$ cat src/rtl/cpu_pkg.sv
// Shared types and constants for the LDM/STM block-transfer sequencer.
package cpu_pkg;

    typedef enum logic [1:0] {
        IDLE = 2'd0,
        XFER = 2'd1,
        WB   = 2'd2,
        DONE = 2'd3
    } seq_state_e;

    localparam int REG_ADDR_W = 4;
    localparam int WORD_BYTES = 4;
    localparam int CNT_W      = 5;

endpackage

$ cat src/rtl/ldm_stm_seq_reglist_scan.sv
// Combinational register-list scanner: lowest set bit at or above a start
// index, whether that bit is the highest one set, and the list popcount.
module reglist_scan
    import cpu_pkg::*;
#(
    parameter int NREGS = 16
) (
    input  logic [NREGS-1:0]      list,
    input  logic [CNT_W-1:0]      from,
    output logic [REG_ADDR_W-1:0] idx,
    output logic                  last,
    output logic [CNT_W-1:0]      count
);

    logic found;

    // Single pass: first hit becomes idx, any later hit clears last.
    always_comb begin
        found = 1'b0;
        idx   = {REG_ADDR_W{1'b0}};
        last  = 1'b1;
        count = {CNT_W{1'b0}};
        for (int i = 0; i < NREGS; i++) begin
            if (list[i]) begin
                count = count + CNT_W'(1);
            end else begin
                count = count;
            end
            if (list[i] && (CNT_W'(i) >= from)) begin
                if (!found) begin
                    found = 1'b1;
                    idx   = REG_ADDR_W'(i);
                end else begin
                    last  = 1'b0;
                end
            end else begin
                found = found;
            end
        end
    end

endmodule

$ cat src/rtl/ldm_stm_seq.sv
// Multi-cycle LDM/STM sequencer: walks the register list in ascending order,
// one memory handshake per word, with optional base-register writeback.
module ldm_stm_seq
    import cpu_pkg::*;
#(
    parameter int DATA_W = 32,
    parameter int NREGS  = 16
) (
    input  logic                  clk,
    input  logic                  rst_n,
    input  logic                  start,
    input  logic                  is_load,
    input  logic [NREGS-1:0]      reg_list,
    input  logic [REG_ADDR_W-1:0] base_reg,
    input  logic [DATA_W-1:0]     base_val,
    input  logic                  up,
    input  logic                  pre,
    input  logic                  wback,
    output logic [REG_ADDR_W-1:0] rf_rd_addr,
    input  logic [DATA_W-1:0]     rf_rd_data,
    output logic                  rf_w_en,
    output logic [REG_ADDR_W-1:0] rf_w_addr,
    output logic [DATA_W-1:0]     rf_w_data,
    output logic                  mem_req,
    output logic                  mem_we,
    output logic [DATA_W-1:0]     mem_addr,
    output logic [DATA_W-1:0]     mem_wdata,
    input  logic [DATA_W-1:0]     mem_rdata,
    input  logic                  mem_ready,
    output logic                  busy,
    output logic                  done
);

    localparam logic [DATA_W-1:0] WORD_INC = DATA_W'(WORD_BYTES);

    seq_state_e            state_r, state_n;
    logic                  is_load_r;
    logic                  wback_r;
    logic                  last_r;
    logic [NREGS-1:0]      list_r;
    logic [REG_ADDR_W-1:0] base_reg_r;
    logic [REG_ADDR_W-1:0] cur_r;
    logic [DATA_W-1:0]     addr_r;
    logic [DATA_W-1:0]     final_r;

    logic [NREGS-1:0]      scan_list_s;
    logic [CNT_W-1:0]      scan_from_s;
    logic [REG_ADDR_W-1:0] scan_idx_s;
    logic                  scan_last_s;
    logic [CNT_W-1:0]      scan_count_s;
    logic [DATA_W-1:0]     four_n_s;
    logic [DATA_W-1:0]     start_addr_s;
    logic                  wb_suppress_s;

    // In IDLE the scanner looks at the incoming list; in XFER it finds the successor of cur.
    assign scan_list_s = (state_r == IDLE) ? reg_list : list_r;
    assign scan_from_s = (state_r == IDLE) ? {CNT_W{1'b0}}
                                           : ({1'b0, cur_r} + CNT_W'(1));

    reglist_scan #(.NREGS(NREGS)) u_scan (
        .list  (scan_list_s),
        .from  (scan_from_s),
        .idx   (scan_idx_s),
        .last  (scan_last_s),
        .count (scan_count_s)
    );

    assign four_n_s      = {{(DATA_W-CNT_W-2){1'b0}}, scan_count_s, 2'b00};
    assign wb_suppress_s = is_load_r & list_r[base_reg_r];
    assign mem_wdata     = rf_rd_data;

    // Start address from the P/U addressing mode, all arithmetic mod 2^DATA_W.
    always_comb begin
        start_addr_s = base_val;
        case ({pre, up})
            2'b01:   start_addr_s = base_val;
            2'b11:   start_addr_s = base_val + WORD_INC;
            2'b00:   start_addr_s = base_val - four_n_s + WORD_INC;
            2'b10:   start_addr_s = base_val - four_n_s;
            default: start_addr_s = base_val;
        endcase
    end

    // State register plus command latch and per-word address/cursor advance.
    always_ff @(posedge clk or negedge rst_n) begin
        if (!rst_n) begin
            state_r    <= IDLE;
            is_load_r  <= 1'b0;
            wback_r    <= 1'b0;
            last_r     <= 1'b0;
            list_r     <= {NREGS{1'b0}};
            base_reg_r <= {REG_ADDR_W{1'b0}};
            cur_r      <= {REG_ADDR_W{1'b0}};
            addr_r     <= {DATA_W{1'b0}};
            final_r    <= {DATA_W{1'b0}};
        end else begin
            state_r <= state_n;
            case (state_r)
                IDLE: begin
                    if (start) begin
                        is_load_r  <= is_load;
                        wback_r    <= wback;
                        list_r     <= reg_list;
                        base_reg_r <= base_reg;
                        cur_r      <= scan_idx_s;
                        last_r     <= scan_last_s;
                        addr_r     <= start_addr_s;
                        final_r    <= up ? (base_val + four_n_s) : (base_val - four_n_s);
                    end
                end
                XFER: begin
                    if (mem_ready) begin
                        addr_r <= addr_r + WORD_INC;
                        cur_r  <= scan_idx_s;
                        last_r <= scan_last_s;
                    end
                end
                default: begin
                    addr_r <= addr_r;
                end
            endcase
        end
    end

    // Next-state and output decode; everything is 0 in IDLE.
    always_comb begin
        state_n    = state_r;
        busy       = 1'b0;
        done       = 1'b0;
        mem_req    = 1'b0;
        mem_we     = 1'b0;
        mem_addr   = {DATA_W{1'b0}};
        rf_rd_addr = {REG_ADDR_W{1'b0}};
        rf_w_en    = 1'b0;
        rf_w_addr  = {REG_ADDR_W{1'b0}};
        rf_w_data  = {DATA_W{1'b0}};
        case (state_r)
            IDLE: begin
                if (start) begin
                    state_n = (scan_count_s == {CNT_W{1'b0}}) ? DONE : XFER;
                end else begin
                    state_n = IDLE;
                end
            end
            XFER: begin
                busy       = 1'b1;
                mem_req    = 1'b1;
                mem_we     = ~is_load_r;
                mem_addr   = addr_r;
                rf_rd_addr = cur_r;
                if (mem_ready) begin
                    rf_w_en   = is_load_r;
                    rf_w_addr = is_load_r ? cur_r : {REG_ADDR_W{1'b0}};
                    rf_w_data = is_load_r ? mem_rdata : {DATA_W{1'b0}};
                    if (last_r) begin
                        state_n = wback_r ? WB : DONE;
                    end else begin
                        state_n = XFER;
                    end
                end else begin
                    state_n = XFER;
                end
            end
            WB: begin
                // A loaded base register keeps its loaded value.
                busy      = 1'b1;
                rf_w_en   = ~wb_suppress_s;
                rf_w_addr = base_reg_r;
                rf_w_data = final_r;
                state_n   = DONE;
            end
            DONE: begin
                busy    = 1'b1;
                done    = 1'b1;
                state_n = IDLE;
            end
            default: begin
                state_n = IDLE;
            end
        endcase
    end

endmodule
$ cat config.mk
export PLATFORM = sky130hd
export DESIGN_NAME = ldm_stm_seq
export DESIGN_NICKNAME = d
export VERILOG_FILES = /design/src/rtl/cpu_pkg.sv /design/src/rtl/ldm_stm_seq_reglist_scan.sv /design/src/rtl/ldm_stm_seq.sv
export SDC_FILE = /design/constraint.sdc
export NUM_CORES = 1
export LEC_CHECK = 0
export CORE_ASPECT_RATIO = 1.5
export CORE_MARGIN = 3
export CORE_UTILIZATION = 40
export DETAILED_ROUTE_END_ITERATION = 8
export HOLD_SLACK_MARGIN = 0.1
export PLACE_DENSITY = 0.68
export SYNTH_ARGS = -nofsm -noshare
export SYNTH_HDL_FRONTEND = slang
export SYNTH_SLANG_ARGS = --single-unit
$ cat constraint.sdc
create_clock -name clk -period 16.3 [get_ports clk]
set_clock_uncertainty 0.1 [all_clocks]
set_input_delay 1.63 -clock clk [delete_from_list [all_inputs] [get_ports clk]]
set_output_delay 1.63 -clock clk [all_outputs]
set_load 0.02 [all_outputs]
### Word-level counts from Yosys, hierarchy flattened

Cells that the tools add are included.

* add/subtract/negate cells: 21
* multipliers: 0
* div/mod/pow operators: 0
* $lt $le $gt $ge: 17
* equal/unequal tests: 8
* shifts and indexed selects: 0
* multiplexer cells: 126
* bitwise logic cells: 3
* reductions and logical operators: 23

Operators with widths (number)
* 32-bit two-way mux: 6
* 4-bit two-way mux: 34
* 32-bit case mux with 2 select lines: 2
* 32-bit case mux with 4 select lines: 1
* 32-bit by 3-bit adder with 32-bit output, second input constant: 3
* 5-bit two-way mux: 16
* 5-bit by 1-bit adder with 5-bit output, second input constant: 14
* 1-bit two-way mux: 56
* 4-bit by 5-bit greater-or-equal comparator with 1-bit output, first input constant: 8
* 32-bit by 7-bit adder with 32-bit output: 1
* 32-bit by 7-bit subtractor with 32-bit output: 1
* 3-bit by 5-bit greater-or-equal comparator with 1-bit output, first input constant: 4
* 1-bit logical AND: 16
* 16-bit two-way mux: 1
* 4-bit case mux with 2 select lines: 2
* 1-bit by 5-bit greater-or-equal comparator with 1-bit output, first input constant: 2
* 2-bit by 5-bit greater-or-equal comparator with 1-bit output, first input constant: 2
* 2-bit == test, second input constant: 4
* 2-bit two-way mux: 4
* 2-bit case mux with 4 select lines: 1
* 4-bit by 1-bit adder with 5-bit output, second input constant: 1
* 5-bit zero test: 1
* 4-bit by 5-bit less-than comparator with 1-bit output, second input constant: 1
* 1-bit binary-select mux with 4-bit select: 1
* other kinds (11): 16

* flip-flop bits (word level): 93
* bits in latches: 0
* RAM bits: 0
* ROM bits: 0
* input bits: 124
* output and inout port bits: 109
* logic and storage cells: 207
* memories kept: 0

### Logic depth before layout (Yosys ltp)

* depth after elaboration: 38
* depth in mapped cells: 64
* mapped depth without buffers: 62

### By module

From an unflattened synthesis, not the netlist that was laid out.

* cell total of the unflattened synthesis: 1551
* area, all modules: 11725.0 um^2

Modules (own cells, without submodules)
* ldm_stm_seq: times used 1, cells each 1198, area an instance 9262.6 um^2, seq. area each 2327.2 um^2
* reglist_scan: times used 1, cells each 353, area an instance 2462.4 um^2, seq. area each 0.0 um^2

### Worst setup path after synthesis

Ideal clock, no wire load.

* kind: input to register
* start point: input port reg_list[0]
* end point: register addr_r[31]
* library setup time: 0.104 ns
* data arrival time: 13.500 ns
* required time: 16.096 ns
* setup slack: 2.596 ns
* stages: 58
* path buffers: 2
* cell sequence: mux2i_1 -> inv_2 -> ha_1 -> clkbuf_1 -> nor2b_1 -> mux2_4 -> or2_1 -> buf_6 -> xnor2_1 -> o21ai_0 -> ha_1 -> nand2_1 -> o221a_2 -> xor2_1 -> o21ai_0 -> ha_1 -> nand2_1 -> o21ai_0 -> [22 not listed] -> nand4_1 -> o21bai_1 -> nand3_1 -> a31o_1 -> or4_4 -> and2_1 -> ha_1 -> or4_1 -> nor4b_2 -> o31ai_1 -> or4_1 -> a2111oi_1 -> o2111ai_1 -> nor4_2 -> nand3_1 -> xnor2_1 -> or3_1 -> a221oi_1

* word-level cells in the longest chain between the ends: 37

Ends and longest elaborated chain
* from (decl): RTL line ldm_stm_seq.sv:13 `input logic [NREGS-1:0] reg_list,`
* 16-bit two-way mux *: RTL line ldm_stm_seq.sv:56 `assign scan_list_s = (state_r == IDLE) ? reg_list : list_r;`
* 1-bit two-way mux *: RTL line ldm_stm_seq_reglist_scan.sv:24 `if (list[i]) begin`
* 1-bit by 1-bit adder with 2-bit output: RTL line ldm_stm_seq_reglist_scan.sv:25 `count = count + CNT_W'(1);`
* 5-bit two-way mux *: RTL line ldm_stm_seq_reglist_scan.sv:24
* 5-bit by 1-bit adder with 5-bit output: RTL line ldm_stm_seq_reglist_scan.sv:25
* 5-bit two-way mux *: RTL line ldm_stm_seq_reglist_scan.sv:24
* 5-bit by 1-bit adder with 5-bit output: RTL line ldm_stm_seq_reglist_scan.sv:25
* 5-bit two-way mux *: RTL line ldm_stm_seq_reglist_scan.sv:24
* [21 not listed]
* 5-bit two-way mux *: RTL line ldm_stm_seq_reglist_scan.sv:24
* 5-bit by 1-bit adder with 5-bit output: RTL line ldm_stm_seq_reglist_scan.sv:25
* 5-bit two-way mux *: RTL line ldm_stm_seq_reglist_scan.sv:24
* 32-bit by 7-bit subtractor with 32-bit output *: RTL line ldm_stm_seq.sv:78, ldm_stm_seq.sv:79
* 32-bit by 3-bit adder with 32-bit output: RTL line ldm_stm_seq.sv:78 `2'b00: start_addr_s = base_val - four_n_s + WORD_INC;`
* 32-bit case mux with 4 select lines *: RTL line ldm_stm_seq.sv:75 `case ({pre, up})`
* 32-bit two-way mux *: RTL line ldm_stm_seq.sv:100 `if (start) begin`
* 32-bit case mux with 2 select lines *: RTL line ldm_stm_seq.sv:98 `case (state_r)`
* to (signal assigned): RTL line ldm_stm_seq.sv:94 `addr_r <= {DATA_W{1'b0}};`
* to (signal assigned): RTL line ldm_stm_seq.sv:107 `addr_r <= start_addr_s;`
* to (signal assigned): RTL line ldm_stm_seq.sv:113 `addr_r <= addr_r + WORD_INC;`
* to (decl): RTL line ldm_stm_seq.sv:43 `logic [DATA_W-1:0] addr_r;`

Every way passes the cells marked *; elsewhere a longest branch is shown, timed or not. The select of a mux whose other input is x is not followed.
A chain may end at the register's enable or synchronous reset.

### Final worst setup path

* start point: input port reg_list[1]
* end point: register addr_r[31]

* word-level cells in the longest chain between the ends: 35

Ends and longest elaborated chain (RTL line)
* 16-bit two-way mux *: ldm_stm_seq.sv:56
* 5-bit two-way mux *: ldm_stm_seq_reglist_scan.sv:24
* 5-bit by 1-bit adder with 5-bit output: ldm_stm_seq_reglist_scan.sv:25
* 5-bit two-way mux *: ldm_stm_seq_reglist_scan.sv:24
* 5-bit by 1-bit adder with 5-bit output: ldm_stm_seq_reglist_scan.sv:25
* 5-bit two-way mux *: ldm_stm_seq_reglist_scan.sv:24
* 5-bit by 1-bit adder with 5-bit output: ldm_stm_seq_reglist_scan.sv:25
* 5-bit two-way mux *: ldm_stm_seq_reglist_scan.sv:24
* [19 not listed]
* 5-bit two-way mux *: ldm_stm_seq_reglist_scan.sv:24
* 5-bit by 1-bit adder with 5-bit output: ldm_stm_seq_reglist_scan.sv:25
* 5-bit two-way mux *: ldm_stm_seq_reglist_scan.sv:24
* 32-bit by 7-bit subtractor with 32-bit output *: ldm_stm_seq.sv:78, ldm_stm_seq.sv:79
* 32-bit by 3-bit adder with 32-bit output: ldm_stm_seq.sv:78
* 32-bit case mux with 4 select lines *: ldm_stm_seq.sv:75
* 32-bit two-way mux *: ldm_stm_seq.sv:100
* 32-bit case mux with 2 select lines *: ldm_stm_seq.sv:98

Marks and branches as above.

==> reports/summary.md <==
The run finished with clean final reports. The logic depth of the worst setup path including buffers is 58. After detailed routing, the total wire length is 40900 µm.

Counting along the longest clock path gives a buffer depth of 2. Height of the chip: 215 µm. The row count came out at 75.

The worst hold path passes through 2 cells. Clock latency on the worst-skew pair, taken at its later pin, is 0.37 ns. The number of global-route vias before repair is 12100.

The classification of the worst setup path was in2reg. The die covers 31200 µm². Counting flops with an async set or reset pin after synthesis yields a share of 100%. The delay of the slowest cell on the worst path works out to 0.61 ns.

The top flip-flop cell by instance count after synthesis is sky130_fd_sc_hd__dfrtp_1. Sequential cell area fraction in the yosys report: 20.0%. After detailed routing, the number of remaining DRC violations is 0. The tools report the type of element capturing the critical path as a register. After clock tree synthesis, the repair step resized 0 gates. The max-slew violation count was 0; the width of the die was 145 µm.

In the final routed layout, each cell accounts on average for 20.8 µm. In this run, the number of DRC markers left after iteration 0 of detailed routing was 685. Count of cell types in the netlist: 98. For this run, the post-layout net count is 1742. The average cell area after synthesis was 7.65 µm²; the clock buffer count from CTS was 9. The first global-routing pass estimated 64200 µm of wire. In this run, placement finished with an instance count of 1954. After clock tree synthesis, the clock-pin slew on the worst setup and hold paths is 0.07 ns.

Post-CTS timing repair inserted 0 buffers for setup. The net count of the mapped netlist is 1681, and the maximum net fanout on the critical path is 12. The number of buffers and inverters on the critical path is 3. Across the run, the number of max-cap violations was 0.

The count of buffers added on input and output ports is 168. The number of clock sinks seen by CTS is 93. The pin count of the biggest net entering global routing is 71, and the number of vias after detailed routing is 11700.

The logs give 3 for the count of H-tree levels built during CTS and 28300 µm² for the floorplan core area. In this run the remaining antenna-violating nets after routing total 0. STA puts the critical path data required time at 16.47 ns.

The leftover overflow at the end of global routing was 0; the global placer's final weighted congestion was 0.952. Based on the critical path, the design can be clocked at up to 0.0662 GHz. The layout has 2878 filler cells. Using the TritonRoute via totals, the vias-per-cell ratio works out to 5.92. During synthesis, Yosys emitted a total of 0 warnings. The combined area of all synthesized cells was 11600 µm². During I/O placement, the number of pins put on the boundary was 233.

Setup repair after global routing left no endpoint under its margin. The fraction of the cycle the final worst path needs came out at 92.6%. For the final sum of negative setup slack, the log shows 0 ns.

The worst pin sits at a relative slew slack of 28.0%. The worst hold path belongs to the class reg2reg. In this run, synthesis produced a sequential element count of 93. For this design, the slowest cell found on the critical path is sky130_fd_sc_hd__or4_1.

In the global route stage, overall resource usage came out at 25.5%. In the final layout, the share of cells above drive strength 1 is 7.83%. At the pin with the least slew margin, the transition time is 1.08 ns. TritonCTS built the clock tree. The effective utilization at floorplan was 41.0%; the detailed-placement wirelength estimate was 31900 µm. The number of endpoints with negative hold slack in the final report was 0; the post-synthesis cell count was 1519. Compared with the post-synthesis result, the final layout area differs by 16.8%. Among the stages of the critical path, the cell type that occurs most often is sky130_fd_sc_hd__ha_1.

The synthesized design contains 0 enable-type register cells. Once layout is complete, the cells apart from fillers number 1973. The number of antenna violations at the first check in global routing was 4. The number of endpoints failing setup at the final stage is 0. For the worst flop-to-flop path, the logic depth is 59. On the critical path the largest part of the delay comes from simple AND/OR/NAND/NOR gates. The run gives 15.27 ns as the signal arrival time at the worst endpoint.

The cell chosen for the clock root is sky130_fd_sc_hd__clkbuf_16. For this run, the detailed router's first-pass iteration total came to 6. For the finished layout, the period the worst path requires is 15.10 ns. STA classifies the critical path startpoint as an input pin. The number of hold buffers added after cts was 0.
stage by stage:
stage / worst slack (ns) / utilization (%) / instance area [µm²] / hold WS, ns
detailed placement: 0.914 / 46.8 / 13300 / 0.378
floorplan: 2.60 / - / 11600 / 0.342
global placement: 1.38 / 46.8 / 13300 / 0.372
CTS: 1.25 / 47.9 / 13600 / 0.398
finish: 1.20 / 47.9 / 13600 / 0.391
global route: 0.239 / 47.9 / 13600 / 0.428
kinds of logic (layout without fill, tap and decap cells):
kind of cell	Yosys count	in the layout	synth area share, %
fa+ha+maj	42	42	4.56
buf+inv	182	247	7.14
compound gates	412	412	23.9
simple gates	571	571	24.5
xor+xnor	148	148	12.6
other cells	0	4	0
mux	71	71	7.21
flops	93	93	20.0
placed cells by master (no fill, tap or decap), types with 8 or more instances in the layout:
master | synthesis | routed
sky130_fd_sc_hd__a21oi_1 | 69 | 69
sky130_fd_sc_hd__a22oi_1 | 42 | 42
sky130_fd_sc_hd__a31oi_1 | 21 | 21
sky130_fd_sc_hd__and2_1 | 47 | 47
sky130_fd_sc_hd__and3_1 | 24 | 24
sky130_fd_sc_hd__buf_4 | 33 | 18
sky130_fd_sc_hd__clkbuf_16 | 0 | 9
sky130_fd_sc_hd__clkdlybuf4s50_1 | 0 | 167
sky130_fd_sc_hd__dfrtp_1 | 93 | 93
sky130_fd_sc_hd__ha_1 | 36 | 34
sky130_fd_sc_hd__inv_1 | 42 | 42
sky130_fd_sc_hd__mux2_2 | 44 | 44
sky130_fd_sc_hd__mux2i_1 | 20 | 20
sky130_fd_sc_hd__nand2_1 | 165 | 164
sky130_fd_sc_hd__nand3_1 | 49 | 49
sky130_fd_sc_hd__nand4_1 | 13 | 13
sky130_fd_sc_hd__nor2_1 | 117 | 116
sky130_fd_sc_hd__nor2b_1 | 46 | 46
sky130_fd_sc_hd__nor3_1 | 42 | 42
sky130_fd_sc_hd__nor4_1 | 9 | 9
sky130_fd_sc_hd__o211ai_1 | 10 | 10
sky130_fd_sc_hd__o21a_1 | 10 | 10
sky130_fd_sc_hd__o21ai_0 | 110 | 109
sky130_fd_sc_hd__o221ai_1 | 10 | 10
sky130_fd_sc_hd__o22ai_1 | 19 | 19
sky130_fd_sc_hd__o311ai_0 | 8 | 8
sky130_fd_sc_hd__o31ai_1 | 13 | 13
sky130_fd_sc_hd__o32a_1 | 8 | 8
sky130_fd_sc_hd__o32ai_1 | 10 | 10
sky130_fd_sc_hd__or3_1 | 12 | 12
sky130_fd_sc_hd__or4_1 | 10 | 10
sky130_fd_sc_hd__xnor2_1 | 92 | 92
sky130_fd_sc_hd__xor2_1 | 43 | 43
sequential cells by signal (all words and copies together) (netlist names):
signal / flops
cur_r: 4
base_reg_r: 4
is_load_r: 1
wback_r: 1
state_r: 2
addr_r: 32
last_r: 1
final_r: 32
list_r: 16
Yosys cell counts, types with 5 or more instances:
cell type	count	area share, %
sky130_fd_sc_hd__o32ai_1	10	0.75
sky130_fd_sc_hd__or4_1	10	0.65
sky130_fd_sc_hd__a21o_1	6	0.39
sky130_fd_sc_hd__nor3b_1	6	0.39
sky130_fd_sc_hd__or3_1	12	0.65
sky130_fd_sc_hd__o311ai_0	8	0.60
sky130_fd_sc_hd__buf_4	33	2.1
sky130_fd_sc_hd__nor2b_1	46	2.5
sky130_fd_sc_hd__o22ai_1	19	1.0
sky130_fd_sc_hd__buf_1	8	0.26
sky130_fd_sc_hd__o21ai_0	110	4.7
sky130_fd_sc_hd__nor2_1	117	3.8
sky130_fd_sc_hd__a22oi_1	42	2.7
sky130_fd_sc_hd__a21oi_1	69	3.0
sky130_fd_sc_hd__nand2b_1	7	0.38
sky130_fd_sc_hd__o21bai_1	7	0.45
sky130_fd_sc_hd__o2111ai_1	7	0.53
sky130_fd_sc_hd__nand3_1	49	2.1
sky130_fd_sc_hd__xnor2_1	92	6.9
sky130_fd_sc_hd__nand4_1	13	0.70
sky130_fd_sc_hd__and3_1	24	1.3
sky130_fd_sc_hd__a221oi_1	5	0.38
sky130_fd_sc_hd__mux4_2	5	0.97
sky130_fd_sc_hd__o21a_1	10	0.65
sky130_fd_sc_hd__and2_1	47	2.5
sky130_fd_sc_hd__mux2i_1	20	1.7
sky130_fd_sc_hd__nand2_1	165	5.3
sky130_fd_sc_hd__o221ai_1	10	0.75
sky130_fd_sc_hd__a31oi_1	21	1.1
sky130_fd_sc_hd__inv_1	42	1.4
sky130_fd_sc_hd__o32a_1	8	0.69
sky130_fd_sc_hd__nor3_1	42	1.8
sky130_fd_sc_hd__ha_1	36	3.9
sky130_fd_sc_hd__xor2_1	43	3.2
sky130_fd_sc_hd__o31ai_1	13	0.84
sky130_fd_sc_hd__clkbuf_1	90	2.9
sky130_fd_sc_hd__o211ai_1	10	0.65
sky130_fd_sc_hd__mux2_2	44	4.3
sky130_fd_sc_hd__nor4_1	9	0.48
sky130_fd_sc_hd__dfrtp_1	93	20
sky130_fd_sc_hd__a211oi_1	7	0.45
sky130_fd_sc_hd__o221a_2	7	0.68
path summary, 6_finish.rpt:
path | to | slack (ns) | start
min in group asynchronous | addr_r[26] | 1.06 | rst_n
min | final_r[26] | 0.39 | final_r[26]
max | addr_r[31] | 1.20 | reg_list[1]
max reg2reg | addr_r[31] | 1.75 | state_r[0]
min reg2reg | final_r[26] | 0.39 | final_r[26]
max in group asynchronous | final_r[1] | 13.78 | rst_n
layer usage:
layer / track usage [%] / share of wire, %
met1: 24.2 / 34
met2: 49.7 / 54
met3: 4.11 / 4.3
met4: 17.3 / 7.5
met5: 0 / 0
tightest hold or removal path, cell delays in order, from the launching register on:
cell	delay (ns)
sky130_fd_sc_hd__dfrtp_1	0.34
sky130_fd_sc_hd__nand2_1	0.05
sky130_fd_sc_hd__o21ai_0	0.06
area by class of cell:
class	count	area, µm²	area share (%)
sequential	93	2330	17.1
clock buffer	10	229	1.69
multi-input combinational	1244	8480	62.5
timing repair buffer	185	1810	13.3
clock inverter	5	57.6	0.424
antenna	4	10.0	0.0737
tap	385	482	3.55
inverter	47	181	1.34
Power is left out: the tool's default activity adds up to more than one toggle a clock period on the data nets, which glitch-free logic cannot reach.
